File: src/rtl/medevac_pkg.sv
// Shared constants for the MedEvac pod environment controller:
// severity-state encoding and re-arm timer width.
package medevac_pkg;

   localparam logic [1:0] ST_NORMAL   = 2'b00;
   localparam logic [1:0] ST_WARNING  = 2'b01;
   localparam logic [1:0] ST_CRITICAL = 2'b10;
   localparam logic [1:0] ST_ACKED    = 2'b11;

   localparam int TMR_W = 16;

endpackage

File: src/rtl/medevac_debounce.sv
// Persistence filter for one sensor flag: the filtered level follows raw only
// after raw has differed from it for DEB_CNT consecutive rising edges.
module medevac_debounce
   import medevac_pkg::*;
#(
   parameter int DEB_CNT = 3
) (
   input  logic clk,
   input  logic rst,
   input  logic raw,
   output logic filt
);

   localparam logic [7:0] CNT_LAST = 8'(DEB_CNT - 1);

   logic [7:0] r_cnt;
   logic       r_filt;

   // Count consecutive disagreeing cycles; toggle and restart on the last one.
   always_ff @(posedge clk or posedge rst) begin
      if (rst) begin
         r_cnt  <= 8'd0;
         r_filt <= 1'b0;
      end else if (raw == r_filt) begin
         r_cnt  <= 8'd0;
         r_filt <= r_filt;
      end else if (r_cnt == CNT_LAST) begin
         r_cnt  <= 8'd0;
         r_filt <= ~r_filt;
      end else begin
         r_cnt  <= r_cnt + 8'd1;
         r_filt <= r_filt;
      end
   end

   assign filt = r_filt;

endmodule

File: src/rtl/medevac_env_ctrl.sv
// MedEvac pod environment controller: debounced warning/critical channels feed
// a 4-state severity FSM with ACK re-arm. Optional cause log: MEDEVAC_CAUSE_LOG_EN.
module medevac_env_ctrl
   import medevac_pkg::*;
#(
   parameter int N_WARN      = 2,
   parameter int N_CRIT      = 4,
   parameter int DEB_CNT     = 3,
   parameter int ACK_TIMEOUT = 16
) (
   input  logic              clk,
   input  logic              rst,
   input  logic [N_WARN-1:0] warn_raw,
   input  logic [N_CRIT-1:0] crit_raw,
   input  logic              ack,
   input  logic              clr_cause,
   output logic [N_WARN-1:0] warn_act,
   output logic              crit_act,
   output logic              alarm,
   output logic [1:0]        state,
   output logic [N_CRIT-1:0] crit_cause
);

   localparam logic             TO_EN    = (ACK_TIMEOUT != 0);
   localparam logic [TMR_W-1:0] TMR_LAST = TMR_W'(ACK_TIMEOUT - 1);

   logic [N_WARN-1:0] w_warn_filt;
   logic [N_CRIT-1:0] w_crit_filt;
   logic              w_w;
   logic              w_c;
   logic              w_timeout;
   logic [1:0]        w_state_nxt;
   logic [1:0]        r_state;
   logic [TMR_W-1:0]  r_timer;

   for (genvar g = 0; g < N_WARN; g++) begin : g_warn
      medevac_debounce #(.DEB_CNT(DEB_CNT)) u_deb (
         .clk  (clk),
         .rst  (rst),
         .raw  (warn_raw[g]),
         .filt (w_warn_filt[g])
      );
   end

   for (genvar g = 0; g < N_CRIT; g++) begin : g_crit
      medevac_debounce #(.DEB_CNT(DEB_CNT)) u_deb (
         .clk  (clk),
         .rst  (rst),
         .raw  (crit_raw[g]),
         .filt (w_crit_filt[g])
      );
   end

   assign w_w       = |w_warn_filt;
   assign w_c       = |w_crit_filt;
   assign w_timeout = TO_EN && (r_timer == TMR_LAST);

   // Severity next-state; a cleared critical condition always beats ack.
   always_comb begin
      w_state_nxt = r_state;
      case (r_state)
         ST_NORMAL, ST_WARNING: begin
            if (w_c)      w_state_nxt = ST_CRITICAL;
            else if (w_w) w_state_nxt = ST_WARNING;
            else          w_state_nxt = ST_NORMAL;
         end
         ST_CRITICAL: begin
            if (!w_c)     w_state_nxt = w_w ? ST_WARNING : ST_NORMAL;
            else if (ack) w_state_nxt = ST_ACKED;
            else          w_state_nxt = ST_CRITICAL;
         end
         ST_ACKED: begin
            if (!w_c)           w_state_nxt = w_w ? ST_WARNING : ST_NORMAL;
            else if (w_timeout) w_state_nxt = ST_CRITICAL;
            else                w_state_nxt = ST_ACKED;
         end
         default: w_state_nxt = ST_NORMAL;
      endcase
   end

   // State register.
   always_ff @(posedge clk or posedge rst) begin
      if (rst) r_state <= ST_NORMAL;
      else     r_state <= w_state_nxt;
   end

   // Re-arm timer: counts edges spent in ACKED, held at zero otherwise.
   always_ff @(posedge clk or posedge rst) begin
      if (rst)                                 r_timer <= {TMR_W{1'b0}};
      else if (w_state_nxt != ST_ACKED)        r_timer <= {TMR_W{1'b0}};
      else if (r_state == ST_ACKED && TO_EN)   r_timer <= r_timer + TMR_W'(1);
      else                                     r_timer <= r_timer;
   end

   assign warn_act = w_c ? {N_WARN{1'b0}} : w_warn_filt;
   assign crit_act = w_c;
   assign alarm    = (r_state == ST_CRITICAL);
   assign state    = r_state;

`ifdef MEDEVAC_CAUSE_LOG_EN
   logic [N_CRIT-1:0] r_cause;

   // Sticky cause log; a coincident set survives the clear.
   always_ff @(posedge clk or posedge rst) begin
      if (rst)            r_cause <= {N_CRIT{1'b0}};
      else if (clr_cause) r_cause <= w_crit_filt;
      else                r_cause <= r_cause | w_crit_filt;
   end

   assign crit_cause = r_cause;
`else
   logic w_unused_clr;
   assign w_unused_clr = clr_cause;
   assign crit_cause   = {N_CRIT{1'b0}};
`endif

endmodule

File: config.mk
export PLATFORM = sky130hd
export DESIGN_NAME = medevac_env_ctrl
export DESIGN_NICKNAME = d
export VERILOG_FILES = /design/src/rtl/medevac_pkg.sv /design/src/rtl/medevac_debounce.sv /design/src/rtl/medevac_env_ctrl.sv
export SDC_FILE = /design/constraint.sdc
export NUM_CORES = 1
export LEC_CHECK = 0
export BUFFER_PORTS_ARGS = -buffer_cell sky130_fd_sc_hd__buf_4
export CORE_ASPECT_RATIO = 0.75
export CORE_MARGIN = 10
export CORE_UTILIZATION = 40
export DETAILED_ROUTE_END_ITERATION = 6
export HOLD_SLACK_MARGIN = 0.06
export PLACE_DENSITY = 0.57
export SLEW_MARGIN = 15
export SYNTH_ARGS = -nofsm -noshare
export SYNTH_HDL_FRONTEND = slang
export SYNTH_SLANG_ARGS = --single-unit
export TNS_END_PERCENT = 5
File: constraint.sdc
create_clock -name clk -period 2.9 [get_ports clk]
set_input_delay 0.58 -clock clk [delete_from_list [all_inputs] [get_ports clk]]
set_output_delay 0.58 -clock clk [all_outputs]
set_load 0.05 [all_outputs]
* Word-level counts from Yosys, hierarchy flattened
Cells that the tools add are included.
** Storage, ports and cells
- Bits in registers :: 72
- Input port bits :: 10
- Logic and storage cells :: 83
** Operators by class
- Add/sub/neg operators :: 7
- Eq/ne operators :: 17
- Multiplexer cells :: 22
- Bitwise logic cells :: 12
- Reductions and logical operators :: 11
** Operators by type and width (number)
- $mux 8 :: 12
- $add 8x1->8 const B :: 6
- $eq 8x2->1 const B :: 6
- $mux 16 :: 2
- $add 16x1->16 const B :: 1
- $eq 16x4->1 const B :: 1
- $not 1->1 :: 12
- $reduce_and 2->1 :: 6
- $mux 2 :: 4
- $eq 1x1->1 :: 6
- $pmux 2 s3 :: 1
- $eq 2x2->1 const B :: 2
- $reduce_or 2->1 :: 2
- $reduce_or 4->1 :: 1
- $mux 1 :: 3
- $eq 2x1->1 const B :: 1
- $logic_not 2->1 :: 1
- $ne 2x2->1 const B :: 1
- $reduce_bool 2->1 :: 1

* Depth between registers and ports, before layout
Gate-level depths: netlist of run 1.
- Depth in word-level cells :: 6
- Gate-level depth with buffers :: 6

* Cells and area by module
A second synthesis of run 1 with hierarchy kept.
** Unflattened totals
- Cell total of the unflattened synthesis :: 362
- Area total of the unflattened synthesis :: 3801.1 um^2
** Modules (own cells, without submodules)
- medevac_debounce :: instances 6, cells an instance 42, area each 461.7 um^2, sequential area each 225.2 um^2
- medevac_env_ctrl :: instances 1, cells an instance 110, area each 1031.0 um^2, sequential area each 450.4 um^2

* Worst setup path after synthesis of run 1
Ideal clock, no wire load.
- Path kind :: reg2out
- From :: reg g_crit[0].u_deb.r_filt
- To :: out warn_act[0]
- Data arrival time :: 1.747 ns
- Data required time :: 2.320 ns
- Path slack :: 0.573 ns
- Cell stages (with the launch flop) :: 4
- Path through :: dfrtp_1 -> or4_4 -> buf_6 -> nor2_1
** On the way
- Cells in the longest elaborated chain, start to end :: 2
** RTL lines
- start: declaration :: RTL line medevac_debounce.sv:17 : logic r_filt;
- start signal: assignment :: RTL line medevac_debounce.sv:26 : r_filt <= r_filt;
- start signal: assignment :: RTL line medevac_debounce.sv:29 : r_filt <= ~r_filt;
- start signal: assignment :: RTL line medevac_debounce.sv:32 : r_filt <= r_filt;
- $reduce_or 4->1 :: RTL line medevac_env_ctrl.sv:55 : assign w_c = |w_crit_filt;
- net crit_act :: RTL line medevac_env_ctrl.sv:18 : output logic crit_act,
- $mux 2 :: RTL line medevac_env_ctrl.sv:95 : assign warn_act = w_c ? {N_WARN{1'b0}} : w_warn_filt;
- end: declaration :: RTL line medevac_env_ctrl.sv:17 : output logic [N_WARN-1:0] warn_act,
The timed path passes the listed nets, and every way through them passes these cells.

* Worst setup path after layout of run 1
- From :: reg r_timer[6]
- To :: reg r_state[0], in the netlist state[0]
** On the way
- Cells in the longest elaborated chain, start to end :: 4
** RTL lines
- start: declaration :: RTL line medevac_env_ctrl.sv:34 : logic [TMR_W-1:0] r_timer;
- start signal: assignment :: RTL line medevac_env_ctrl.sv:89 : if (rst) r_timer <= {TMR_W{1'b0}};
- start signal: assignment :: RTL line medevac_env_ctrl.sv:90 : else if (w_state_nxt != ST_ACKED) r_timer <= {TMR_W{1'b0}};
- start signal: assignment :: RTL line medevac_env_ctrl.sv:91 : else if (r_state == ST_ACKED && TO_EN) r_timer <= r_timer + TMR_W'(1);
- $eq 16x4->1 :: RTL line medevac_env_ctrl.sv:56 : assign w_timeout = TO_EN && (r_timer == TMR_LAST);
- $mux 1 :: RTL line medevac_env_ctrl.sv:74 : else if (w_timeout) w_state_nxt = ST_CRITICAL;
- $mux 2 :: RTL line medevac_env_ctrl.sv:73 : if (!w_c) w_state_nxt = w_w ? ST_WARNING : ST_NORMAL;
- $pmux 2 s3 :: RTL line medevac_env_ctrl.sv:61 : case (r_state)
- net w_state_nxt[0] :: RTL line medevac_env_ctrl.sv:32 : logic [1:0] w_state_nxt;
- end signal: assignment :: RTL line medevac_env_ctrl.sv:84 : else r_state <= w_state_nxt;
- end: declaration :: RTL line medevac_env_ctrl.sv:33 : logic [1:0] r_state;
The timed path passes the listed nets, and every way through them passes these cells.
A chain may end at the register's enable or synchronous reset.

==> out/qor.yml, run 1 <==
synth:
  netlist_area_um2: 3520
  synth_async_sr_flop_share: 1.00
  avgSynthCellArea_um2: 10.1
  synthAdderAreaFrac: 0.0462
  ys_warn_count: 0
  ys_seq_elements: 72
  synth-edff-count: 0
  synth_ff_type: "dfrtp_1"
  synth_top_family_by_area: "simple AND/OR/NAND/NOR gates"
  synth_top_area_share: 0.512
  synth_area_leaders: "dfrtp_1 (51%), xor2_1 (8.7%), nor2_1 (6.8%), nand3_1 (4.7%), ha_1 (4.6%)"
  synth-simple-area-share: 0.239
  synth-compound-area-share: 0.0256
  synth_area_leader_cell: "dfrtp_1"
  ys_types: 35
  yosysSeqAreaShare: 0.512
  synth_xor_area_frac: 0.127
  synth_cells: 347
  synth_mux_area_frac: 0.0192
floorplan:
  rows: 29
  fp.dieW_um: 128
  ios: 20
  die_area_um2: 13000
  dieHeight_um: 101
  core_um2: 8530
  start_util: 0.413
flow_run:
  cap_violations: 0
finish:
  multi_input_area_um2: 1620
  fin_cells: 482
  final_common_cell: "dfrtp_1"
  fillers: 794
  layout_common_cells: "dfrtp_1 (72), nor2_1 (64), xor2_1 (35), nand3_1 (33), nand2_1 (18)"
  areaGrowthSynthToFinish_pct: 14.2
  fin_nets: 392
  post-route-cell-area_um2: 4020
  drive_gt1_frac: 0.128
  antenna_cells: 0
  register_area_um2: 1800
cts:
  cts_setup_buffers: 0
  htreeDepth: 3
  cts_buffers: 9
  ctsResizeCount: 0
  cts_root_buf: "clkbuf_16"
  ctsHoldBuffers: 0
  clk_pin_slew_ps: 60
  cts_buffer_depth: 2
  cts_tree: "done"
  clk_latency_ps: 330
  cts_sinks: 72
timing:
  maxSlewHeadroom: 0.225
  finalHoldViolCount: 0
  min_period_ps: 2370
  slew_violations: 0
  finalClockSkew_ps: 4.79
  fmax_mhz: 422
  tightestPinTransition_ps: 1160
  setup_viol: 0
  rsz0062_at_grt: "no"
  final.period_utilization: 0.817
  setup_tns_ps: 0
route:
  routedWlPerCell_um: 12.8
  drcViolationCount: 0
  drt-total-wl_mm: 6.15
  firstDrtPassIters: 4
  vias: 2403
  viasPerCell: 4.99
  first_iter_violations: 129
  ant_nets: 0
setup_path:
  cpPeakStageDelay_ps: 960
  cp_cell_sequence: "nor4_1, nand4_1, o21bai_1, o21ai_0"
  endpoint_kind: "register"
  cp_slowest_cell: "o21bai_1"
  crit_family: "compound AO/OA/AOI/OAI gates"
  critical_path.max_fanout: 14
  worst_setup_path_start_kind: "register"
  required_ps: 3050
  critPathArrivalTime_ps: 2520
  path_buf_inv: 0
  crit_type: "reg -> reg"
place:
  place_congestion: 0.818
  portBuffers: 14
  post_dp_cell_area_um2: 3730
  dp.cells: 466
  dp_hpwl_mm: 4.25
grt:
  overflow: 0
  grt_pass1_wl_mm: 10.8
  grt_usage: 0.102
  antenna_found_initial: 0
  grt_pass1_vias: 2353
  grt_max_degree: 27
power:
  pwr_density_cell_nw_per_um2: 794
  power_leakage_nw: 1.85
  vdd_drop_max_mv: 0.407
run_status:
  outcome: "completed"
min_path:
  hp-class: "in -> async"
==> metal layers <==
layer  part of all wire  GRT usage  wire length [um]
met5                  0          0                 0
met4              0.014     0.0415                88
met3              0.035     0.0391               214
met2               0.45      0.157              2760
met1               0.50      0.126              3090
==> worst paths after layout <==
kind                                     startpoint                  endpoint  slack, ps  cells past startpoint
hold reg to reg            g_crit[3].u_deb.r_cnt[0]  g_crit[3].u_deb.r_cnt[0]        520                      1
setup / recovery                         r_timer[6]                  state[0]        530                      4
setup reg to reg                         r_timer[6]                  state[0]        530                      4
min in group clk                        crit_raw[2]      g_crit[2].u_deb.filt        490                      2
hold / removal                                  rst      g_crit[2].u_deb.filt        250                      2
max in group asynchronous                       rst                r_timer[6]       1960                      3
==> state kept, by name (all words and copies together), names as in the netlist <==
| register | flops |
|---|---|
| g_warn.u_deb.filt | 2 |
| g_warn.u_deb.r_cnt | 16 |
| state | 2 |
| g_crit.u_deb.filt | 4 |
| g_crit.u_deb.r_cnt | 32 |
| r_timer | 16 |
==> Yosys cell counts, drive strengths merged, types with 3 or more instances <==
cell type  count
nand3         33
clkbuf         3
ha            13
and3          12
nor2          64
buf            5
or3            5
xor2          35
dfrtp         72
xnor2         16
a21oi          7
or4b           5
nand2         18
mux2           6
or4            9
inv           14
nor4           7
nor3           3
nand4          5
o21ai          4
==> per-stage QoR <==
stage / setup WS (ps) / util / power [W] / hold WS (ps)
after floorplan: 495 / - / 0.00197 / 469
after global placement: 531 / 0.438 / 0.00218 / 504
after detailed placement: 524 / 0.438 / 0.00219 / 506
after CTS: 515 / 0.471 / 0.00324 / 269
after global routing: 319 / 0.471 / 0.00341 / 284
final: 531 / 0.471 / 0.00319 / 254
==> layout make-up <==
cell class / instances / area share
Multi-Input combinational cell: 256 / 0.404
Tap cell: 108 / 0.0336
Inverter: 14 / 0.0131
Clock buffer: 11 / 0.0629
Sequential cell: 72 / 0.449
Timing Repair Buffer: 16 / 0.0299
Clock inverter: 5 / 0.00779
==> logic make-up after synthesis <==
group,count (synthesis)
compound gates,15
mux,6
fa+ha+maj,13
simple gates,167
buf+inv,22
xor+xnor,51
flops,72
other cells,1
==> where the power goes <==
group	internal, W	switching, W	total [W]	leakage, nW
logic	0.000290	0.000480	0.000770	0.741
clock network	0.000621	0.000408	0.00103	0.141
registers	0.00117	0.000219	0.00139	0.966
==> worst reg2reg max path, stage by stage, from the launching register on <==
cell      delay, ps
dfrtp_1         430
nor4_1          340
nand4_1         260
o21bai_1        970
o21ai_0         210
Power figures use the tool's default switching activity.
==> inputs of run 2 (changes only) <==
==> constraint.sdc (replaced) <==
create_clock -name clk -period 2.2 [get_ports clk]
set_input_delay 0.44 -clock clk [delete_from_list [all_inputs] [get_ports clk]]
set_output_delay 0.44 -clock clk [all_outputs]
set_load 0.05 [all_outputs]
==> run 2 against run 1 <==
Against the previous run:
- sequential share of layout area fell by 2.0 points
- via count grew 3.5%
- first-iteration DRC count rose by 33%
- count of clock-buffer cells in the layout is the same
- total power up 44%
- core utilization increased by 2.2 points
- highest routed layer unchanged
==> out/qor.yml, run 2 (synthesized netlist as in run 1, its figures left out) <==
flow_run:
  cap_violations: 0
timing:
  min_period_ps: 2140
  worst_slack_ps: 61.2
  tightestPinTransition_ps: 662
  setup_viol: 0
  rsz0062_at_grt: "yes"
  finalHoldViolCount: 0
  maxSlewHeadroom: 0.558
  setup_tns_ps: 0
  fmax_mhz: 468
  slew_violations: 0
  finalClockSkew_ps: 6.77
  final.period_utilization: 0.972
cts:
  cts_root_buf: "clkbuf_16"
  clk_latency_ps: 330
  cts_sinks: 72
  cts_tree: "done"
  cts_buffers: 9
  htreeDepth: 3
  cts_buffer_depth: 2
  clk_pin_slew_ps: 60
place:
  portBuffers: 14
  dp_hpwl_mm: 4.46
  place_congestion: 0.794
  dp_worst_setup_slack_ps: 118
  dp.cells: 478
floorplan:
  fp.dieW_um: 128
  ios: 20
  start_util: 0.413
  dieHeight_um: 101
  rows: 29
  core_um2: 8530
  die_area_um2: 13000
setup_path:
  cpPeakStageDelay_ps: 550
  cp_cell_sequence: "or4_4, buf_4, nor2_2, buf_6"
  critical_path.max_fanout: 6
  endpoint_kind: "primary output"
  path_buf_inv: 2
  cp_slowest_cell: "or4_4"
  worst_setup_path_start_kind: "register"
  critPathArrivalTime_ps: 1700
  crit_family: "simple AND/OR/NAND/NOR gates"
  crit_type: "reg -> out"
  required_ps: 1760
route:
  first_iter_violations: 171
  viasPerCell: 5.02
  ant_nets: 0
  vias: 2486
  drcViolationCount: 0
  firstDrtPassIters: 4
  drt-total-wl_mm: 6.36
  routedWlPerCell_um: 12.9
power:
  vdd_drop_max_mv: 0.598
  power_leakage_nw: 1.94
  pwr_density_cell_nw_per_um2: 1090
run_status:
  outcome: "completed"
finish:
  areaGrowthSynthToFinish_pct: 19.5
  fin_nets: 405
  reg_top3: "g_crit.u_deb.r_cnt: 32 flops, g_warn.u_deb.r_cnt: 16 flops, r_timer: 16 flops"
  largest_reg_flops: 32
  layout_common_cells: "dfrtp_1 (72), nor2_1 (62), xor2_1 (35), nand3_1 (33), buf_4 (25)"
  fin_cells: 495
  drive_gt1_frac: 0.163
  top_register: "g_crit.u_deb.r_cnt"
  final_common_cell: "dfrtp_1"
  antenna_cells: 0
grt:
  antenna_found_initial: 0
  grt_pass1_wl_mm: 11.5
  overflow: 0
  grt_usage: 0.107
  grt_pass1_vias: 2539
  grt_max_degree: 29
min_path:
  hp-class: "in -> async"
## run 2: what timing repair did
item | in CTS | in global routing
resized for setup | 2 | 2
hold buffers | 0 | 0
cloned | 0 | 0
buffers inserted | 1 | 0
setup endpoints to repair | 2 | 2
## run 2: worst paths after layout
check	from	end	slack, ps	depth (start not counted)
min in group clk	warn_raw[0]	g_warn[0].u_deb.filt	350	2
max in group asynchronous	rst	r_timer[12]	1460	3
worst max register to register	g_crit[2].u_deb.r_cnt[1]	g_crit[2].u_deb.r_cnt[4]	120	5
worst min-delay path	rst	g_crit[2].u_deb.r_cnt[2]	200	2
worst min register to register	g_crit[3].u_deb.r_cnt[0]	g_crit[3].u_deb.r_cnt[0]	500	1
worst max-delay path	g_crit[0].u_deb.filt	warn_act[1]	60	4
## run 2: area by class of cell
cell class                 count  area (um2)
clock buffer                  11         253
inverter                      14        56.3
clock inverter                 5        78.8
tap                          108         135
multi-input combinational    256        1630
timing repair buffer          29         250
fill                         769        4320
sequential                    72        1800
## run 2: power by group
| part | switching (W) | internal [W] | leakage [nW] |
|---|---|---|---|
| clock network | 0.000530 | 0.00105 | 0.165 |
| registers | 0.000208 | 0.00154 | 0.966 |
| logic | 0.000751 | 0.000503 | 0.809 |
| total | 0.00149 | 0.00310 | 1.94 |
## run 2: worst register-to-register path, delay by kind of cell (launching register included)
| kind | cells | cell delay [ps] |
|---|---|---|
| AND/OR/NAND/NOR | 4 | 1370 |
| flip-flops | 1 | 410 |
| adder cells (fa/ha/maj) | 1 | 170 |
## run 2: per-stage QoR
stage	power (W)	util	instance area (um2)	hold slack [ps]
finish	0.00459	0.493	4200	204
global route	0.00490	0.493	4200	243
CTS	0.00465	0.492	4200	217
detailed placement	0.00302	0.452	3850	498
global placement	0.00299	0.452	3850	503
floorplan	0.00260	-	3530	469
## run 2: metal layers
metal	up-vias	track usage	routed length, um
li1	1240	-	-
met1	1215	0.130	3120
met2	24	0.170	2970
met3	7	0.0397	194
met4	0	0.0380	75
met5	-	0	0
